===== src/rtl/led_override.sv =====
// Manual/blink override in front of the LED bouncer; a hold timer returns control to the bouncer.
// Optional BLINK mode and blink counter are enabled by defining LED_OVERRIDE_BLINK_EN.
module led_override #(
  parameter int unsigned NLEDS     = 8,
  parameter int unsigned HOLDBITS  = 26,
  parameter int unsigned BLINKBITS = 23
) (
  input  logic             i_clk,
  input  logic             i_reset,
  input  logic [NLEDS-1:0] i_bounce,
  input  logic             i_cmd_valid,
  output logic             o_cmd_ready,
  input  logic [1:0]       i_cmd_op,
  input  logic [NLEDS-1:0] i_cmd_data,
  output logic [NLEDS-1:0] o_leds,
  output logic             o_manual
);

  typedef enum logic [1:0] {
    StBounce = 2'd0,
`ifdef LED_OVERRIDE_BLINK_EN
    StManual = 2'd1,
    StBlink  = 2'd2
`else
    StManual = 2'd1
`endif
  } state_e;

  localparam logic [1:0] OpRelease = 2'b00;
  localparam logic [1:0] OpSet     = 2'b01;
`ifdef LED_OVERRIDE_BLINK_EN
  localparam logic [1:0] OpBlink   = 2'b10;
`endif

  state_e              state_q;
  logic [NLEDS-1:0]    pattern_q;
  logic [HOLDBITS-1:0] hold_q;
  logic [NLEDS-1:0]    leds_d;
  logic                accept;

`ifdef LED_OVERRIDE_BLINK_EN
  logic [BLINKBITS-1:0] blink_cnt_q;
  logic                 blink_phase;
  assign blink_phase = blink_cnt_q[BLINKBITS-1];
`else
  localparam int unsigned BlinkBitsUnused = BLINKBITS;
  logic [BlinkBitsUnused-1:0] blink_tie;
  assign blink_tie = '0;
  logic unused_blink;
  assign unused_blink = ^blink_tie;
`endif

  assign accept = i_cmd_valid && o_cmd_ready;

  // LED drive is computed from the pre-edge state and pattern.
  always_comb begin
    leds_d = i_bounce;
    case (state_q)
      StBounce: leds_d = i_bounce;
      StManual: leds_d = pattern_q;
`ifdef LED_OVERRIDE_BLINK_EN
      StBlink:  leds_d = blink_phase ? '0 : pattern_q;
`endif
      default:  leds_d = i_bounce;
    endcase
  end

  always_ff @(posedge i_clk or posedge i_reset) begin
    if (i_reset) begin
      state_q     <= StBounce;
      pattern_q   <= '0;
      hold_q      <= '0;
      o_leds      <= '0;
      o_manual    <= 1'b0;
      o_cmd_ready <= 1'b0;
`ifdef LED_OVERRIDE_BLINK_EN
      blink_cnt_q <= '0;
`endif
    end else begin
      o_leds      <= leds_d;
      o_manual    <= (state_q != StBounce);
      o_cmd_ready <= !accept;
`ifdef LED_OVERRIDE_BLINK_EN
      blink_cnt_q <= blink_cnt_q + 1'b1;
`endif
      if (accept) begin
        case (i_cmd_op)
          OpRelease: state_q <= StBounce;
          OpSet: begin
            pattern_q <= i_cmd_data;
            state_q   <= StManual;
            hold_q    <= '1;
          end
`ifdef LED_OVERRIDE_BLINK_EN
          OpBlink: begin
            pattern_q   <= i_cmd_data;
            state_q     <= StBlink;
            hold_q      <= '1;
            blink_cnt_q <= '0;
          end
`endif
          // Reserved op (and blink when disabled): handshake only, all state frozen.
          default: begin
`ifdef LED_OVERRIDE_BLINK_EN
            blink_cnt_q <= blink_cnt_q;
`endif
          end
        endcase
      end else if (state_q != StBounce) begin
        if (hold_q == '0) begin
          state_q <= StBounce;
        end else begin
          hold_q <= hold_q - 1'b1;
        end
      end
    end
  end

endmodule

===== config.mk =====
export PLATFORM = sky130hd
export DESIGN_NAME = led_override
export DESIGN_NICKNAME = d
export VERILOG_FILES = /design/src/rtl/led_override.sv
export SDC_FILE = /design/constraint.sdc
export NUM_CORES = 1
export LEC_CHECK = 0
export CORE_ASPECT_RATIO = 0.6
export CORE_MARGIN = 5
export CORE_UTILIZATION = 45
export DETAILED_ROUTE_END_ITERATION = 8
export PLACE_DENSITY_LB_ADDON = 0.12
export SYNTH_ARGS = -nofsm -noshare
export SYNTH_HDL_FRONTEND = slang
export SYNTH_SLANG_ARGS = --single-unit
export TNS_END_PERCENT = 1

===== constraint.sdc =====
create_clock -name i_clk -period 3.2 [get_ports i_clk]
set_input_delay 0.64 -clock i_clk [delete_from_list [all_inputs] [get_ports i_clk]]
set_output_delay 0.64 -clock i_clk [all_outputs]
set_load 0.02 [all_outputs]

# Word level (Yosys, flattened, before mapping)
# Index checks and enable logic that the tools add are counted.
[totals]
register_bits = 46
input_bits = 21
output_inout_bits = 10
elab_cells = 31
[classes]
add_sub_neg = 1
n_eq_ne = 5
muxes = 9
n_reduce_logical = 10
[op_table]
columns = ["operator", "n"]
rows = [
  ["2-to-1 mux 26 bit", 4],
  ["zero test 26 bit", 1],
  ["subtractor 26 x 1 -> 26 bit, second input constant", 1],
  ["2-to-1 mux 8 bit", 1],
  ["2-to-1 mux 2 bit", 3],
  ["AND reduction 3 bit", 2],
  ["nonzero test 2 bit", 3],
  ["equality test 2 x 1 -> 1 bit, second input constant", 2],
  ["case mux 2 bit (2 select lines)", 1],
  ["!= test 3 x 1 -> 1 bit, second input constant", 1],
  ["zero test 2 bit", 1],
  ["!= test 2 x 1 -> 1 bit, second input constant", 1],
  ["!= test 2 bit, second input constant", 1],
  ["AND reduction 2 bit", 1],
  ["logical AND 1 bit", 1],
  ["zero test 1 bit", 1],
]

# Longest topological paths before layout
[logic_depth]
ltp_word = 4
ltp_mapped = 9
depth_no_buf = 7

# Least setup slack after synthesis
# No wires, ideal clock.
[synth_timing]
path_type = "reg2reg"
from = "register hold_q[0]"
to = "register hold_q[19]"
arrival_time_ps = 2090
required_ps = 3064
path_slack_ps = 974
stages_incl_launch_ff = 10
path_cell_list = "dfrtp_1 > inv_1 > ha_1 > or4b_4 > nand4bb_4 > o21a_1 > buf_2 > buf_6 > a211oi_1 > a31oi_1"
[synth_between]
elab_chain_cells = 4
[synth_rtl]
columns = ["element", "line", "text"]
rows = [
  ["start: declaration", "37", "logic [HOLDBITS-1:0] hold_q;"],
  ["start signal: assignment", "113", "hold_q <= hold_q - 1'b1;"],
  ["subtractor 26 x 1 -> 26 bit", "113", ""],
  ["2-to-1 mux 26 bit", "110", "if (hold_q == '0) begin"],
  ["2-to-1 mux 26 bit", "109", "end else if (state_q != StBounce) begin"],
  ["2-to-1 mux 26 bit", "86", "if (accept) begin"],
]
# Several ways; a longest one is shown, not always the timed one. The select of a mux whose other input is x is not followed.
# A chain may end at the register's enable or synchronous reset.

# Worst setup path in the final report
[layout_timing]
from = "register hold_q[0]"
to = "register hold_q[6]"
# Same word-level chain as after synthesis.

==> flow_summary.yaml <==
worst_setup_path:
  arrival_ps: 2860
  cp_slowest_stage_delay_ps: 620
  startpoint_type: "flip-flop"
  slowest_stage: "o21ai_1"
  path_class: "reg -> reg"
  worst_setup_path_end_kind: "flip-flop"
  worstPathRequired_ps: 3380
  worst-path-max-fanout: 11
  path_cells: "inv_1, ha_1, or4b_4, nand4bb_4, o21ai_1, nor4_1, or3_1"
logic_synthesis:
  synth_top_area_cell: "dfrtp_1"
  synth_edf_count: 0
  synthTopCellsByArea: "dfrtp_1 52%, nand2_1 5.3%, mux2_2 4.1%"
  syn_inst: 212
  syn_area_per_cell_sq_um: 10.30
  synth_common_cells: "45 x dfrtp_1, 31 x nand2_1, 12 x nor2_1, 12 x o21ai_0, 10 x a31oi_1"
  synth.most_common_cell: "dfrtp_1"
  synthArstFlopShare_pct: 100.0
  synth_cell_types: 41
  syn_area_sq_um: 2183
  ys_warn_count: 0
  synth_flop_cell: "dfrtp_1"
  ys_seq_elements: 45
  yosysSeqAreaShare_pct: 51.58
  syn_nets: 234
  netlist.area_leader.share_pct: 51.58
die:
  die_h_um: 63.96
  die_area_sq_um: 6391
  start_util_pct: 47.10
  die_x_um: 99.93
  io_pins: 31
  coreArea_sq_um: 4636
  num_rows: 19
global_route:
  grt_pass1_vias: 1684
  track_usage_pct: 16.24
  grt_pass1_wl_mm: 8.217
  grt_antenna_before_repair: 0
  grt_max_degree: 26
  grt.overflow.total: 0
clock_tree:
  clk_path_buf_depth: 2
  cts_buffers: 5
  cts_resized: 0
  clk_pin_slew_ps: 80
  cts-htree-levels: 2
  cts_sinks: 45
  insertion_delay_ps: 290
  holdBufCountCts: 0
  root_buffer: "clkbuf_8"
  cts_tree: "done"
  postCtsSetupRepairBufs: 0
placed_design:
  place_area_sq_um: 2554
  gp_congestion: 0.8187
  dp_hpwl_mm: 3.553
  place_inst: 302
  io_buffer_count: 30
final_layout:
  drive_gt1_share_pct: 13.36
  utilization_pct: 57.98
  seq_area_sq_um: 1126
  syn2layout_area_growth_pct: 23.09
  fin_nets: 268
  multi_input_area_sq_um: 992.2
  layout.cells.non_filler: 310
  n_antenna_cell: 0
  fill_cells: 408
  finalInstanceArea_sq_um: 2688
worst_hold_path:
  hold_class: "reg -> reg"
drt:
  wl_met2_mm: 2.116
  wl_met3_um: 212
  wl_met1_mm: 2.585
  first_pass_iters: 4
  detail-route-antenna-nets: 0
  drt_iter0_drc: 71
  drc: 0
  wire_per_inst_um: 15.94
  vias_per_cell: 5.590
  wl_mm: 4.941
  top_layer: "met4"
  vias: 1733
sta:
  fin_tns_setup_ps: 0
  max_clock_freq_ghz: 0.3729
  hold_violations: 0
  finClkSkew_ps: 4.581
  report.final.slew_viol_count: 0
  worst_pin_slew_ps: 705.2
  rsz0062_at_grt: "false"
  maxSlewHeadroom_pct: 52.67
  period_needed_ps: 2682
  period_share_pct: 83.80
  finalSetupViolCount: 0
run_status:
  outcome: "complete, no violations"
flow_run:
  drv_cap: 0
pwr:
  design_power_total_w: 0.001429
  p_per_area_nw_per_um2: 531.8
  power.leakage_nw: 1.001
  power.ir.vdd_worst_mv: 0.2814
final timing paths:
check	start	to	slack [ps]	cells after the start
max in group asynchronous	i_reset	o_manual$_DFF_PP0_	2090	3
setup / recovery	hold_q[0]$_DFFE_PP0P_	hold_q[6]$_DFFE_PP0P_	520	7
min in group asynchronous	i_reset	pattern_q[5]$_DFFE_PP0P_	600	2
hold reg to reg	pattern_q[2]$_DFFE_PP0P_	pattern_q[2]$_DFFE_PP0P_	470	2
setup reg to reg	hold_q[0]$_DFFE_PP0P_	hold_q[6]$_DFFE_PP0P_	520	7
hold / removal	pattern_q[2]$_DFFE_PP0P_	pattern_q[2]$_DFFE_PP0P_	470	2
metrics by stage:
| step | setup WS, ps | hold slack, ps |
|---|---|---|
| 2_1_floorplan | 973.8 | 364.5 |
| 3_3_place_gp | 606.6 | 458.1 |
| 3_5_place_dp | 498.7 | 459.8 |
| 4_1_cts | 531.4 | 479.9 |
| 5_1_grt | 360.5 | 513.4 |
| 6_report | 518.5 | 472.7 |
final cells by class:
type                            count  area share (%)
Sequential cell                    45           41.90
Multi-Input combinational cell    155           36.92
Timing Repair Buffer               36           12.85
Tap cell                           63           2.933
Clock buffer                        5           2.561
Clock inverter                      3           2.421
Inverter                            3          0.4190
layout by cell type (no fill, tap or decap), types with 3 or more instances in the layout:
cell type / synthesis / final
dfrtp_1: 45 / 45
or4_1: 3 / 3
clkdlybuf4s50_1: 0 / 30
and4_1: 9 / 9
nand2_1: 31 / 31
a21oi_1: 4 / 4
and2_1: 3 / 3
nand3_1: 5 / 5
a211oi_1: 5 / 5
nor4_1: 8 / 8
mux2_2: 8 / 8
o21ai_0: 12 / 12
or3_1: 3 / 3
a31oi_1: 10 / 10
xor2_1: 4 / 4
nand4_1: 3 / 3
nor3_1: 8 / 8
or3_4: 3 / 3
buf_4: 1 / 6
clkbuf_8: 0 / 5
and3_1: 3 / 3
nor2_1: 12 / 12
registers in the layout (all words and copies together), names as in the netlist:
register     cells
o_cmd_ready      1
o_leds           8
pattern_q        8
hold_q          26
o_manual         1
state_q          1
power by group:
group | leakage [nW] | switching [W] | internal, W
combinational | 0.467 | 0.000121 | 0.000119
sequential | 0.466 | 0.0000520 | 0.000635
clock | 0.0681 | 0.000192 | 0.000310
routing by layer:
layer / global-route usage (%) / vias to the layer above
li1: - / 857
met1: 25.21 / 847
met2: 22.18 / 25
met3: 4.565 / 4
met4: 3.748 / 0
met5: 0 / -
worst max-delay path, delay by kind of cell (launching register included):
family | cells | cell delay (ps)
buf+inv | 1 | 70
fa+ha+maj | 1 | 220
compound gates | 1 | 620
flops | 1 | 410
simple gates | 4 | 1240
logic make-up after synthesis:
| kind of cell | count (synthesis) | synth area share (%) |
|---|---|---|
| adders and majority gates | 1 | 0.5730 |
| AOI/OAI and AO/OA | 39 | 11.12 |
| and+or+nand+nor | 101 | 26.88 |
| muxes | 10 | 5.043 |
| buffers and inverters | 12 | 3.209 |
| xor gates and xnor gates | 4 | 1.604 |
| DFF | 45 | 51.58 |
Power figures use the tool's default switching activity.
